[config.mk]
export PLATFORM = sky130hd
export DESIGN_NAME = shift_reg_ctrl_flat
export DESIGN_NICKNAME = d
export VERILOG_FILES = /design/src/rtl/shift_pkg.sv /design/src/rtl/shift_reg_ctrl_if.sv /design/src/rtl/shift_core.sv /design/src/rtl/shift_reg_ctrl.sv /design/src/flat_wrapper.sv
export SDC_FILE = /design/constraint.sdc
export NUM_CORES = 1
export LEC_CHECK = 0
export ABC_AREA = 1
export CAP_MARGIN = 10
export CORE_UTILIZATION = 42
export DETAILED_ROUTE_END_ITERATION = 7
export PLACE_DENSITY = 0.84
export REMOVE_ABC_BUFFERS = 1
export SLEW_MARGIN = 0
export SYNTH_ARGS = -nofsm -noshare
export SYNTH_HDL_FRONTEND = slang
export SYNTH_SLANG_ARGS = --single-unit
[constraint.sdc]
create_clock -name clk -period 1.35 [get_ports clk]
set_input_delay 0.27 -clock clk [delete_from_list [all_inputs] [get_ports clk]]
set_output_delay 0.27 -clock clk [all_outputs]
set_load 0.02 [all_outputs]
[src/rtl/shift_pkg.sv]
// shift_pkg: shared mode and controller state types for the shift register slice.
package shift_pkg;
  typedef enum logic [2:0] {
    M_HOLD,
    M_SHR,
    M_SHL,
    M_LOAD,
    M_ROR,
    M_ROL,
    M_ASR,
    M_RSVD
  } shift_mode_t;
  typedef enum logic {
    S_IDLE,
    S_SEND
  } shift_state_t;
endpackage

[src/rtl/shift_reg_ctrl_if.sv]
// shift_reg_ctrl_if: parallel/serial data and transmit handshake bundle.
interface shift_reg_ctrl_if #(parameter int WIDTH = 8);
  logic             sl;
  logic             sr;
  logic [WIDTH-1:0] par_in;
  logic [2:0]       m;
  logic             start;
  logic [WIDTH-1:0] par_out;
  logic             ser_out;
  logic             busy;
  logic             done;
  modport master(output sl, sr, par_in, m, start, input par_out, ser_out, busy, done);
  modport slave(input sl, sr, par_in, m, start, output par_out, ser_out, busy, done);
endinterface

[src/rtl/shift_core.sv]
// shift_core: WIDTH-bit register with the universal shift/rotate/load mode mux.
module shift_core
  import shift_pkg::*;
#(
  parameter int WIDTH = 8
) (
  input  logic             clk,
  input  logic             rst,
  input  shift_mode_t      mode,
  input  logic             sl,
  input  logic             sr,
  input  logic [WIDTH-1:0] par_in,
  output logic [WIDTH-1:0] q
);
  logic [WIDTH-1:0] d;
  always_comb begin
    d = q;
    case (mode)
      M_SHR:   d = {sl, q[WIDTH-1:1]};
      M_SHL:   d = {q[WIDTH-2:0], sr};
      M_LOAD:  d = par_in;
      M_ROR:   d = {q[0], q[WIDTH-1:1]};
      M_ROL:   d = {q[WIDTH-2:0], q[WIDTH-1]};
      M_ASR:   d = {q[WIDTH-1], q[WIDTH-1:1]};
      default: d = q;
    endcase
  end
  always_ff @(negedge clk or posedge rst)
    if (rst) q <= '0;
    else q <= d;
endmodule

[src/rtl/shift_reg_ctrl.sv]
// shift_reg_ctrl: universal shift register plus LSB-first serial transmit controller.
module shift_reg_ctrl
  import shift_pkg::*;
#(
  parameter int WIDTH = 8,
  parameter int CNT_W = $clog2(WIDTH + 1)
) (
  input logic              clk,
  input logic              rst,
  shift_reg_ctrl_if.slave  bus
);
  shift_state_t     state, state_n;
  logic [CNT_W-1:0] cnt, cnt_n;
  logic             done, done_n;
  shift_mode_t      mode;
  logic [WIDTH-1:0] q;
  // During a transmit the datapath is forced to load on start, then shift right.
  always_comb begin
    state_n = state;
    cnt_n   = cnt;
    done_n  = 1'b0;
    mode    = shift_mode_t'(bus.m);
    if (state == S_IDLE) begin
      if (bus.start) begin
        state_n = S_SEND;
        cnt_n   = CNT_W'(WIDTH - 1);
        mode    = M_LOAD;
      end
    end else begin
      mode    = M_SHR;
      state_n = (cnt == '0) ? S_IDLE : S_SEND;
      done_n  = (cnt == '0);
      cnt_n   = (cnt == '0) ? '0 : cnt - 1'b1;
    end
  end
  always_ff @(negedge clk or posedge rst)
    if (rst) begin
      state <= S_IDLE;
      cnt   <= '0;
      done  <= 1'b0;
    end else begin
      state <= state_n;
      cnt   <= cnt_n;
      done  <= done_n;
    end
  shift_core #(.WIDTH(WIDTH)) u_core (
    .clk   (clk),
    .rst   (rst),
    .mode  (mode),
    .sl    (bus.sl),
    .sr    (bus.sr),
    .par_in(bus.par_in),
    .q     (q)
  );
  assign bus.par_out = q;
  assign bus.ser_out = q[0];
  assign bus.busy    = (state == S_SEND);
  assign bus.done    = done;
endmodule

[src/flat_wrapper.sv]
// flat-port wrapper written by rule: the top's interface ports become plain ports
module shift_reg_ctrl_flat import shift_pkg::*;
#(
  parameter int WIDTH = 8,
  parameter int CNT_W = $clog2(WIDTH + 1)
)
  (clk, rst, bus_sl, bus_sr, bus_par_in, bus_m, bus_start, bus_par_out, bus_ser_out, bus_busy, bus_done);
  shift_reg_ctrl_if #(.WIDTH(WIDTH)) bus_i ();
  input logic clk;
  input logic rst;
  input wire logic [$bits(bus_i.sl)-1:0] bus_sl;
  input wire logic [$bits(bus_i.sr)-1:0] bus_sr;
  input wire logic [$bits(bus_i.par_in)-1:0] bus_par_in;
  input wire logic [$bits(bus_i.m)-1:0] bus_m;
  input wire logic [$bits(bus_i.start)-1:0] bus_start;
  output wire logic [$bits(bus_i.par_out)-1:0] bus_par_out;
  output wire logic [$bits(bus_i.ser_out)-1:0] bus_ser_out;
  output wire logic [$bits(bus_i.busy)-1:0] bus_busy;
  output wire logic [$bits(bus_i.done)-1:0] bus_done;
  assign bus_i.sl = bus_sl;
  assign bus_i.sr = bus_sr;
  assign bus_i.par_in = bus_par_in;
  assign bus_i.m = bus_m;
  assign bus_i.start = bus_start;
  assign bus_par_out = bus_i.par_out;
  assign bus_ser_out = bus_i.ser_out;
  assign bus_busy = bus_i.busy;
  assign bus_done = bus_i.done;
  shift_reg_ctrl #(.WIDTH(WIDTH), .CNT_W(CNT_W)) u_core (.clk(clk), .rst(rst), .bus(bus_i));
endmodule
Yosys cells after proc, flatten, opt, wreduce, memory -nomap -nowiden
Index checks and enable logic that the tools add are counted.
- word-level logic and storage cells: 28
- bits in registers: 14
- output and inout bits: 11
- input bits: 16
- eq/ne operators: 6
- reductions and logical operators: 5
- multiplexer cells: 10
- bitwise gates (word level): 1
- add/subtract/negate cells: 1
- operators with widths (kind ; number):
    8-bit case mux with 6 select lines ; 1
    4-bit 2-to-1 mux ; 3
    3-bit == test, second input constant ; 3
    3-bit by 2-bit == test with 1-bit output, second input constant ; 2
    3-bit 2-to-1 mux ; 2
    6-bit nonzero test ; 1
    5-bit nonzero test ; 1
    4-bit zero test ; 1
    1-bit 2-to-1 mux ; 4
    4-bit by 1-bit subtractor with 4-bit output, second input constant ; 1
    3-bit by 1-bit == test with 1-bit output, second input constant ; 1
    2-bit AND reduction ; 1
    2-bit nonzero test ; 1
    1-bit inverter ; 1

Depth between registers and ports, before layout
Gate-level depths: netlist of the first run.
- depth in word-level cells: 5
- depth in mapped cells: 9
- mapped depth without buffers: 9

Hierarchy
A second synthesis of the first run with hierarchy kept.
- cells, all modules: 130
- area total of the unflattened synthesis: 882.1 um2
- by module, submodules not included (module ; sequential area each (um2) ; area an instance (um2) ; cells each ; instances):
    shift_core ; 200.2 ; 574.3 ; 90 ; 1
    shift_reg_ctrl ; 150.1 ; 307.8 ; 40 ; 1

==> results of run 1 <==
[report_power, final]
part           internal, mW  switching (mW)  leakage [nW]
sequential            0.638           0.181         0.166
clock                 0.165           0.161        0.0210
combinational          1.11            1.30         0.671
total                  1.91            1.64         0.858
[how the worst max path moves through the flow]
stage	start	to	slack, ns
final	bus_start	u_core.u_core.q[7]$_DFFE_NP0P_	-0.52
after global routing	u_core.u_core.q[0]$_DFFE_NP0P_	bus_par_out[0]	-0.54
after CTS	u_core.u_core.q[0]$_DFFE_NP0P_	bus_par_out[0]	-0.50
after detailed placement	bus_start	u_core.u_core.q[3]$_DFFE_NP0P_	-1.15
after global placement	bus_start	u_core.u_core.q[4]$_DFFE_NP0P_	-1.06
after floorplan	bus_start	u_core.u_core.q[0]$_DFFE_NP0P_	-0.48
[registers in the layout, indices dropped and copies added, names as in the netlist]
| register | flops |
|---|---|
| u_core.bus.busy | 1 |
| u_core.bus.done | 1 |
| u_core.cnt | 4 |
| u_core.u_core.q | 8 |
[per-stage QoR]
| stage | worst slack, ns | instance area [um2] |
|---|---|---|
| 2_1_floorplan | -0.485 | 902 |
| 3_3_place_gp | -1.06 | 1370 |
| 3_5_place_dp | -1.15 | 1370 |
| 4_1_cts | -0.501 | 1560 |
| 5_1_grt | -0.537 | 1740 |
| 6_report | -0.519 | 1740 |
[synthesized netlist by cell type (all sizes together)]
cell    count  area share
o21ai       8       0.043
a21oi       4       0.022
nor2       33        0.15
inv        17       0.069
o211ai      1      0.0081
nand2      38        0.18
nor3        1      0.0054
nand4       5       0.034
dfrtn      14        0.38
nand3       9       0.087
buf         2       0.024
[worst max-delay path: stages]
cell and delay [ns]:
buf_8 0.11, inv_1 0.13, nand2_4 0.09, nand3_4 0.16
nand3_4 0.11, buf_6 0.13, nor2_1 0.15, nor2_1 0.08
nand2_1 0.08, nand2_1 0.05
[cells by family after synthesis]
kind of cell           after synthesis  synth area share
AND/OR/NAND/NOR                     86             0.455
buffers and inverters               19            0.0934
flip-flops                          14             0.379
AO/OA/AOI/OAI                       13            0.0731
[layer usage]
metal / GRT usage / wire (um) / vias up
met5: 0 / 0 / -
met4: 0.235 / 150 / 0
met3: 0.0592 / 298 / 14
met2: 0.514 / 2000 / 89
met1: 0.376 / 1700 / 609
li1: - / - / 555
[repair_timing]
| action | 4_1_cts | 5_1_grt |
|---|---|---|
| endpoints found under the setup margin | 24 | 22 |
| hold buffers | 0 | 0 |
| resized for setup | 103 | 46 |
| setup buffers | 7 | 9 |
| pin swaps | 19 | 22 |
| cloned | 1 | 0 |
[area by class of cell]
class / count / area [um2]
multi-input combinational: 100 / 671
fill: 93 / 279
timing repair buffer: 61 / 582
clock buffer: 4 / 36.3
tap: 27 / 33.8
inverter: 17 / 70.1
sequential: 14 / 350
==> impl_metrics.toml, run 1 <==
[clock_tree]
path_clk_slew_ns = 0.07
cts_root_buf = "clkbuf_4"
htreeDepth = 1
cts_buffer_depth = 2
cts_tree = "built"
clkLatencyLatePin_ns = 0.30
clock-sinks = 14
cts_buffers = 3

[sta]
slew_headroom = 0.827
worst_slack_ns = -0.519
finalSetupTns_ns = -9.06
hold_viol = 0
finClkSkew_ns = 0.00510
drv_slew = 0
worstMarginPinSlew_ns = 0.258
setup_violations = 21
rsz0062_at_grt = "yes"
hold_slack_ns = 0.535

[power_and_ir_drop]
power_density_nw_per_um2 = 2040
p_leak_nw = 0.858
power.total_mw = 3.55
irDropWorstVdd_mv = 1.58

[layout]
final_common_cell = "nor2_1"
antenna_cells = 0
fin_util = 0.862
final_cell_mix = "nor2_1, buf_4, buf_6, nand2_2, nand2_1"
layout.nets = 213
layout-drive-gt1-share = 0.536
final-instance-count-excl-fill = 223
area_delta_synth_final_pct = 88.5

[worst_setup_path]
crit_path_end_kind = "flop"
critPathMaxFanout = 4
start_kind = "input pin"
rr_worst_depth = 10
cp_data_arrival_time_ns = 1.35
cp.required_ns = 0.83
ff2ff_setup_slack_ns = -0.39
timing.rr.start = "u_core.bus.busy$_DFF_NP0_"
r2r_end = "u_core.u_core.q[7]$_DFFE_NP0P_"
critPathKind = "input pin to flop"

[detailed_routing]
wl_um = 4140
drtIter0Drc = 85
avgRoutedWirePerCell_um = 18.6
vias = 1267
drc = 0
dr.pass1.iters = 4
ant_nets = 0
via_per_inst = 5.68

[min_path]
worstHoldEndpoint = "u_core.cnt[2]$_DFFE_NP0P_"
min-delay-start = "u_core.cnt[2]$_DFFE_NP0P_"
min_path_cells = 2
hold_path.class = "flop to flop"

[yosys]
avgSynthCellArea_um2 = 7.00
synth_cells = 132
ys_seq_elements = 14
yosysUniqueCellTypes = 18
ys_seq_area_frac = 0.379
yosys_warnings = 0
syn_area_um2 = 925

[grt]
grt_pass1_wl_um = 5690
grt_usage = 0.319
grt_start_max_net_pins = 15
antenna_found_initial = 0
grt_pass1_vias = 1207
grt.overflow.total = 0

[run_status]
status = "complete, but fails checks"
violations = "setup timing"

[placed_design]
routabilityCongestion = 0.961
hpwl_um = 1830
io_buffers = 26
dp_cells = 204

[floorplan]
die_height_um = 48.9
core_area_um2 = 2020
initial_utilization = 0.457
rows = 16
io_pins = 27
fp.dieW_um = 48.9
fp.dieArea_um2 = 2390

[job]
cap_violations = 0
(Power assumes the default switching activity.)
==> run 2, diff against run 1 <==
- CTS_BUF_LIST: default -> sky130_fd_sc_hd__clkbuf_16
- TNS_END_PERCENT: default -> 50
==> run 2 against run 1 <==
The flow still finishes with violations (setup timing). Critical path depth did not move. Clock power rose by 82%. Worst setup slack got worse by 0.093 ns. Die area did not move. Combinational power rose by 8.7%. Clock skew fell by 0.0042 ns. Critical path type unchanged. Largest cell class unchanged. Largest power group unchanged.
==> impl_metrics.toml, run 2 (synthesized netlist as in run 1, its figures left out) <==
[floorplan]
io_pins = 27
die_height_um = 48.9
core_area_um2 = 2020
initial_utilization = 0.457
rows = 16
fp.dieW_um = 48.9
fp.dieArea_um2 = 2390

[worst_setup_path]
timing.rr.start = "u_core.bus.busy$_DFF_NP0_"
crit_start = "bus_start"
rr_worst_depth = 11
max_stage_delay_ns = 0.18
cp_data_arrival_time_ns = 1.40
crit_path_end_kind = "flop"
critPathMaxFanout = 7
r2r_end = "u_core.u_core.q[4]$_DFFE_NP0P_"
critPathKind = "input pin to flop"
start_kind = "input pin"
cp.required_ns = 0.79
path_cells = "buf_8, nor2_4, buf_12, nand2_4, nor2_4, inv_4, nand3_4, nand2_1, nor2_1, nor2_1"
ff2ff_setup_slack_ns = -0.55
cpMaxStageDelayCell = "nor2_1"
crit_end = "u_core.u_core.q[4]$_DFFE_NP0P_"

[detailed_routing]
wl_met3_um = 536
dr.pass1.iters = 6
wl_um = 4990
vias = 1372
drc = 0
routed.top_layer = "met4"
via_per_inst = 6.15
avgRoutedWirePerCell_um = 22.4
drtIter0Drc = 75
met2_length_um = 2270
wl_met1_um = 1870
ant_nets = 0

[layout]
final_common_cell = "buf_4"
nFillCells = 82
layout.nets = 213
final_cell_mix = "buf_4, nor2_1, buf_6, nand2_2"
regMostFlops = "u_core.u_core.q"
antenna_cells = 0
area_delta_synth_final_pct = 97.0
layout-drive-gt1-share = 0.541
top_regs = "u_core.u_core.q: 8 flops, u_core.cnt: 4 flops"
largest_reg_flops = 8

[sta]
finalSetupTns_ns = -9.28
worst_slack_ns = -0.613
drv_slew = 0
rsz0062_at_grt = "yes"
finClkSkew_ns = 0.000900
slew_headroom = 0.857
setup_violations = 21
hold_viol = 0
worstMarginPinSlew_ns = 0.215

[clock_tree]
cts_tree = "built"
cts_root_buf = "clkbuf_16"
clock-sinks = 14
path_clk_slew_ns = 0.04
htreeDepth = 1
cts_buffers = 3
clkLatencyLatePin_ns = 0.28
cts_buffer_depth = 2

[job]
cap_violations = 0

[power_and_ir_drop]
p_sw_frac = 0.465
pwr-share-seq = 0.206
power.internal_mw = 2.16
power.total_mw = 4.04
switchingPower_mw = 1.88
p_clk_frac = 0.146
irDropWorstVdd_mv = 1.89
p_comb_frac = 0.647
power_density_nw_per_um2 = 2220
p_leak_nw = 0.898

[placed_design]
routabilityCongestion = 0.961
hpwl_um = 1830
io_buffers = 26
dpl_worst_slack_ns = -1.15

[grt]
grt_pass1_wl_um = 6270
grt.overflow.total = 0
grt_start_max_net_pins = 15
grt_usage = 0.352
antenna_found_initial = 0
grt_pass1_vias = 1264

[run_status]
violations = "setup timing"
status = "complete, but fails checks"

[min_path]
hold_path.class = "flop to flop"
-- run 2: worst min-delay path by stage --
stage,to,cells past startpoint,slack (ns),startpoint
finish,u_core.cnt[2]$_DFFE_NP0P_,2,0.54,u_core.cnt[2]$_DFFE_NP0P_
global placement,u_core.cnt[3]$_DFFE_NP0P_,2,0.46,u_core.cnt[3]$_DFFE_NP0P_
CTS,u_core.cnt[3]$_DFFE_NP0P_,2,0.47,u_core.cnt[3]$_DFFE_NP0P_
floorplan,u_core.cnt[3]$_DFFE_NP0P_,2,0.44,u_core.cnt[3]$_DFFE_NP0P_
global route,u_core.cnt[2]$_DFFE_NP0P_,2,0.56,u_core.cnt[2]$_DFFE_NP0P_
detailed placement,u_core.cnt[3]$_DFFE_NP0P_,2,0.47,u_core.cnt[3]$_DFFE_NP0P_
-- run 2: power by group through the flow --
stage               registers [mW]  clock network [mW]  logic, mW
finish                       0.834               0.592       2.62
global route                 0.839               0.608       2.71
CTS                          0.796               0.573       2.00
detailed placement           0.770                   0       1.70
global placement             0.758                   0       1.65
floorplan                     1.01                   0      0.641
-- run 2: timing repair --
item	4_1_cts	5_1_grt
endpoints found under the setup margin	24	24
endpoints found under the hold margin	0	0
resized for setup	100	53
pin swaps	17	23
hold buffers	0	0
gates cloned	1	0
buffers inserted	9	7
-- run 2: per-layer routing --
metal,GRT usage,vias to the layer above
met3,0.0467,41
li1,-,552
met4,0.216,0
met1,0.443,646
met5,0,-
met2,0.569,133
-- run 2: area by class of cell --
type,instances,area (um2),area share
multi-input cells,100,694,0.381
repair buffers,61,596,0.327
flip-flops and latches,14,350,0.192
clock buffers,3,75.1,0.0412
inverters,17,68.8,0.0378
well taps,27,33.8,0.0185
clock inverters,1,3.75,0.00206
-- run 2: worst max-delay path, delay by kind of cell --
kind	cells	cell delay (ns)
simple gates	7	0.80
buf+inv	3	0.33
-- run 2: stage by stage --
step           hold slack, ns  cell area, um2  cells  utilization
2_1_floorplan           0.440             902    130            -
3_3_place_gp            0.459            1370    204        0.676
3_5_place_dp            0.470            1370    204        0.676
4_1_cts                 0.472            1630    218        0.804
5_1_grt                 0.558            1820    223        0.901
6_report                0.537            1820    223        0.901
==> edit (settings of run 2) <==
`WIDTH` is set to 8 in 4 places; all go to 16.
--- a/src/rtl/shift_reg_ctrl_if.sv
+++ b/src/rtl/shift_reg_ctrl_if.sv
@@ -1,4 +1,4 @@
 // shift_reg_ctrl_if: parallel/serial data and transmit handshake bundle.
-interface shift_reg_ctrl_if #(parameter int WIDTH = 8);
+interface shift_reg_ctrl_if #(parameter int WIDTH = 16);
   logic             sl;
   logic             sr;
--- a/src/rtl/shift_core.sv
+++ b/src/rtl/shift_core.sv
@@ -3,5 +3,5 @@
   import shift_pkg::*;
 #(
-  parameter int WIDTH = 8
+  parameter int WIDTH = 16
 ) (
   input  logic             clk,
--- a/src/rtl/shift_reg_ctrl.sv
+++ b/src/rtl/shift_reg_ctrl.sv
@@ -3,5 +3,5 @@
   import shift_pkg::*;
 #(
-  parameter int WIDTH = 8,
+  parameter int WIDTH = 16,
   parameter int CNT_W = $clog2(WIDTH + 1)
 ) (
--- a/src/flat_wrapper.sv
+++ b/src/flat_wrapper.sv
@@ -2,5 +2,5 @@
 module shift_reg_ctrl_flat import shift_pkg::*;
 #(
-  parameter int WIDTH = 8,
+  parameter int WIDTH = 16,
   parameter int CNT_W = $clog2(WIDTH + 1)
 )
Interface: changed (resized bus_par_in and bus_par_out); port bits go from 27 to 43. No check against the original RTL was run, so the function may have changed too.
==> edit against run 2 <==
- the flow still finishes with violations (setup timing)
- critical endpoint is now u_core.u_core.q[2]
- final area up 61%
- clock power grew 14%
- sequential cell count grew 9
- routed wire length up 32%
- clock skew up 0.0033 ns
- total power grew 75%
- synthesized area grew 70%
- worst setup slack got worse by 0.0096 ns
- largest cell class unchanged
- largest power group unchanged
==> edit: results (changes against run 2) <==
RUN STATUS
--------------------------------------------------------------------------------
Outcome                                                             complete, but fails checks
Failing checks                                                      setup timing

CLOCK TREE
--------------------------------------------------------------------------------
Number of CTS-inserted buffers                                                 3   unchanged
Number of buffers on the longest clock path                                    2   unchanged
Clock root cell                                                        clkbuf_16
Maximum level of the CTS H-tree                                                1   unchanged
Clk Latency, worst-skew pair                                             0.29 ns
Clk slew on worst S/H paths                                              0.05 ns

WORST SETUP PATH
--------------------------------------------------------------------------------
Arrival time worst endpoint                                              1.44 ns   +0.04 ns
R2R setup slack                                                         -0.51 ns   +0.04 ns
Top fanout value on the critical path                                          7   unchanged
Delay of the slowest cell on the worst path                              0.16 ns   -0.02 ns
Slowest cell on crit path                                                 nor2_1

PLACED DESIGN
--------------------------------------------------------------------------------
Placer congestion estimate                                                0.8848   -7.9%
HPWL reported at the end of detailed placement                           2803 um   +53%
Port buffer count                                                             42   +62%

FINISH
--------------------------------------------------------------------------------
Share of post-route cells with drive strength above 1                     0.5570   +0.01615
Largest registers                                                   u_core.u_core.q (16), u_core.cnt (5)
Antenna diodes                                                                 0   unchanged
Final #Nets                                                                  342   +61%

YOSYS
--------------------------------------------------------------------------------
Yosys warning total                                                            0   unchanged
Share of async-settable or async-resettable flops after synthesis          1.000   unchanged
Unique masters post-synth                                                     25   +7
Main area contributors after synthesis                              dfrtn_1 37%, nand2_1 11%, nor2_1 11%
Post-synth top cells                                                48 x nand2_1, 45 x nor2_1, 25 x inv_1, 23 x dfrtn_1, 21 x nand3_1
Seq/Total Area, Yosys                                                     0.3657   -0.01323

GLOBAL ROUTING
--------------------------------------------------------------------------------
Number of antenna violations at the first check in global routing              0   unchanged
Vias in the first global route                                             1,928   +53%
Maximum number of pins on one net before global-route repair                  24   +9
First-pass GRT wire length                                               9094 um   +45%
GRT Total Usage                                                           0.2930   -0.05905

ROUTE
--------------------------------------------------------------------------------
DRC violations left                                                            0   unchanged
Post-DRT Antenna Nets                                                          0   unchanged
Drt initial violations                                                       128   +71%
Total vias in the final route                                              1,977   +44%
Post-DR wirelength/cell                                                 18.23 um   -19%
Detailed-routing iteration count for the pre-antenna-repair pass               4   -2

STA
--------------------------------------------------------------------------------
Final critical-path setup slack                                       -0.6224 ns   -0.009582 ns
Setup violation total in the final timing report                              41   +95%
Clock Skew                                                           0.004179 ns   +0.003279 ns
Final Max Slew Viols                                                           0   unchanged
Least-Margin Pin Slew                                                  0.2869 ns   +0.07239 ns
Final setup TNS                                                        -18.19 ns   -8.909 ns

POWER
--------------------------------------------------------------------------------
Leakage dissipation                                                     1.478 nW   +65%
Internal power component                                                3.764 mW   +74%
Largest vdd supply drop                                                 1.465 mV   -23%

MIN PATH
--------------------------------------------------------------------------------
Worst min-delay path class                                               reg2reg

## edit: final timing paths
check	startpoint	end	cells past startpoint
min	u_core.cnt[4]	u_core.cnt[4]	2
min in group asynchronous	rst	u_core.bus.busy	3
max	bus_start	u_core.u_core.q[2]	10
min reg2reg	u_core.cnt[4]	u_core.cnt[4]	2
max reg2reg	u_core.bus.busy	u_core.u_core.q[0]	10
max in group asynchronous	rst	u_core.u_core.q[4]	3
## edit: logic make-up after synthesis
family / after synthesis / share of synthesized area
DFF: 23 / 0.3657
and+or+nand+nor: 147 / 0.4626
buffers and inverters: 36 / 0.1176
AOI/OAI and AO/OA: 9 / 0.03497
xor gates and xnor gates: 2 / 0.01113
adders and majority gates: 1 / 0.007948
## edit: critical path: cells and delay by family
kind                   cells  cell delay (ns)
buffers and inverters      4             0.50
AND/OR/NAND/NOR            6             0.65
## edit: layer usage
layer / up-vias / global-route usage / wire, um
met2: 121 / 0.4839 / 3166
met1: 953 / 0.3626 / 2603
met5: - / 0 / 0
met3: 33 / 0.06341 / 478
li1: 870 / - / -
met4: 0 / 0.1364 / 351
## edit: through the flow
stage	util	instances	area [sq um]	worst slack, ns	hold WS, ns
5_1_grt	0.8467	362	2937	-0.6721	0.4840
2_1_floorplan	-	211	1500	-0.9758	0.4229
4_1_cts	0.7955	359	2759	-0.5122	0.4570
3_5_place_dp	0.6569	334	2278	-1.284	0.4556
3_3_place_gp	0.6569	334	2278	-1.220	0.4390
6_report	0.8467	362	2937	-0.6224	0.4554
## edit: area by class of cell
type,instances,area (sq um)
multi-input cells,160,1085
repair buffers,99,1007
flip-flops and latches,23,575.6
fillers,175,531.8
inverters,29,123.9
clock buffers,3,75.07
well taps,46,57.56
repair inverters,1,8.758
clock inverters,1,3.754
## edit: repair_timing
| action | 4_1_cts | 5_1_grt |
|---|---|---|
| setup buffers | 18 | 3 |
| gates cloned | 3 | 0 |
| setup endpoints to repair | 41 | 41 |
| gates resized for setup | 181 | 49 |
| endpoints found under the hold margin | 0 | 0 |
| pin swaps | 21 | 27 |
## edit: power groups by stage
stage / clock network (mW) / logic (mW) / registers [mW]
after floorplan: 0 / 1.44 / 1.77
final: 0.677 / 5.04 / 1.35
after global placement: 0 / 3.43 / 1.27
after CTS: 0.654 / 4.29 / 1.32
after global routing: 0.688 / 5.34 / 1.38
after detailed placement: 0 / 3.51 / 1.26
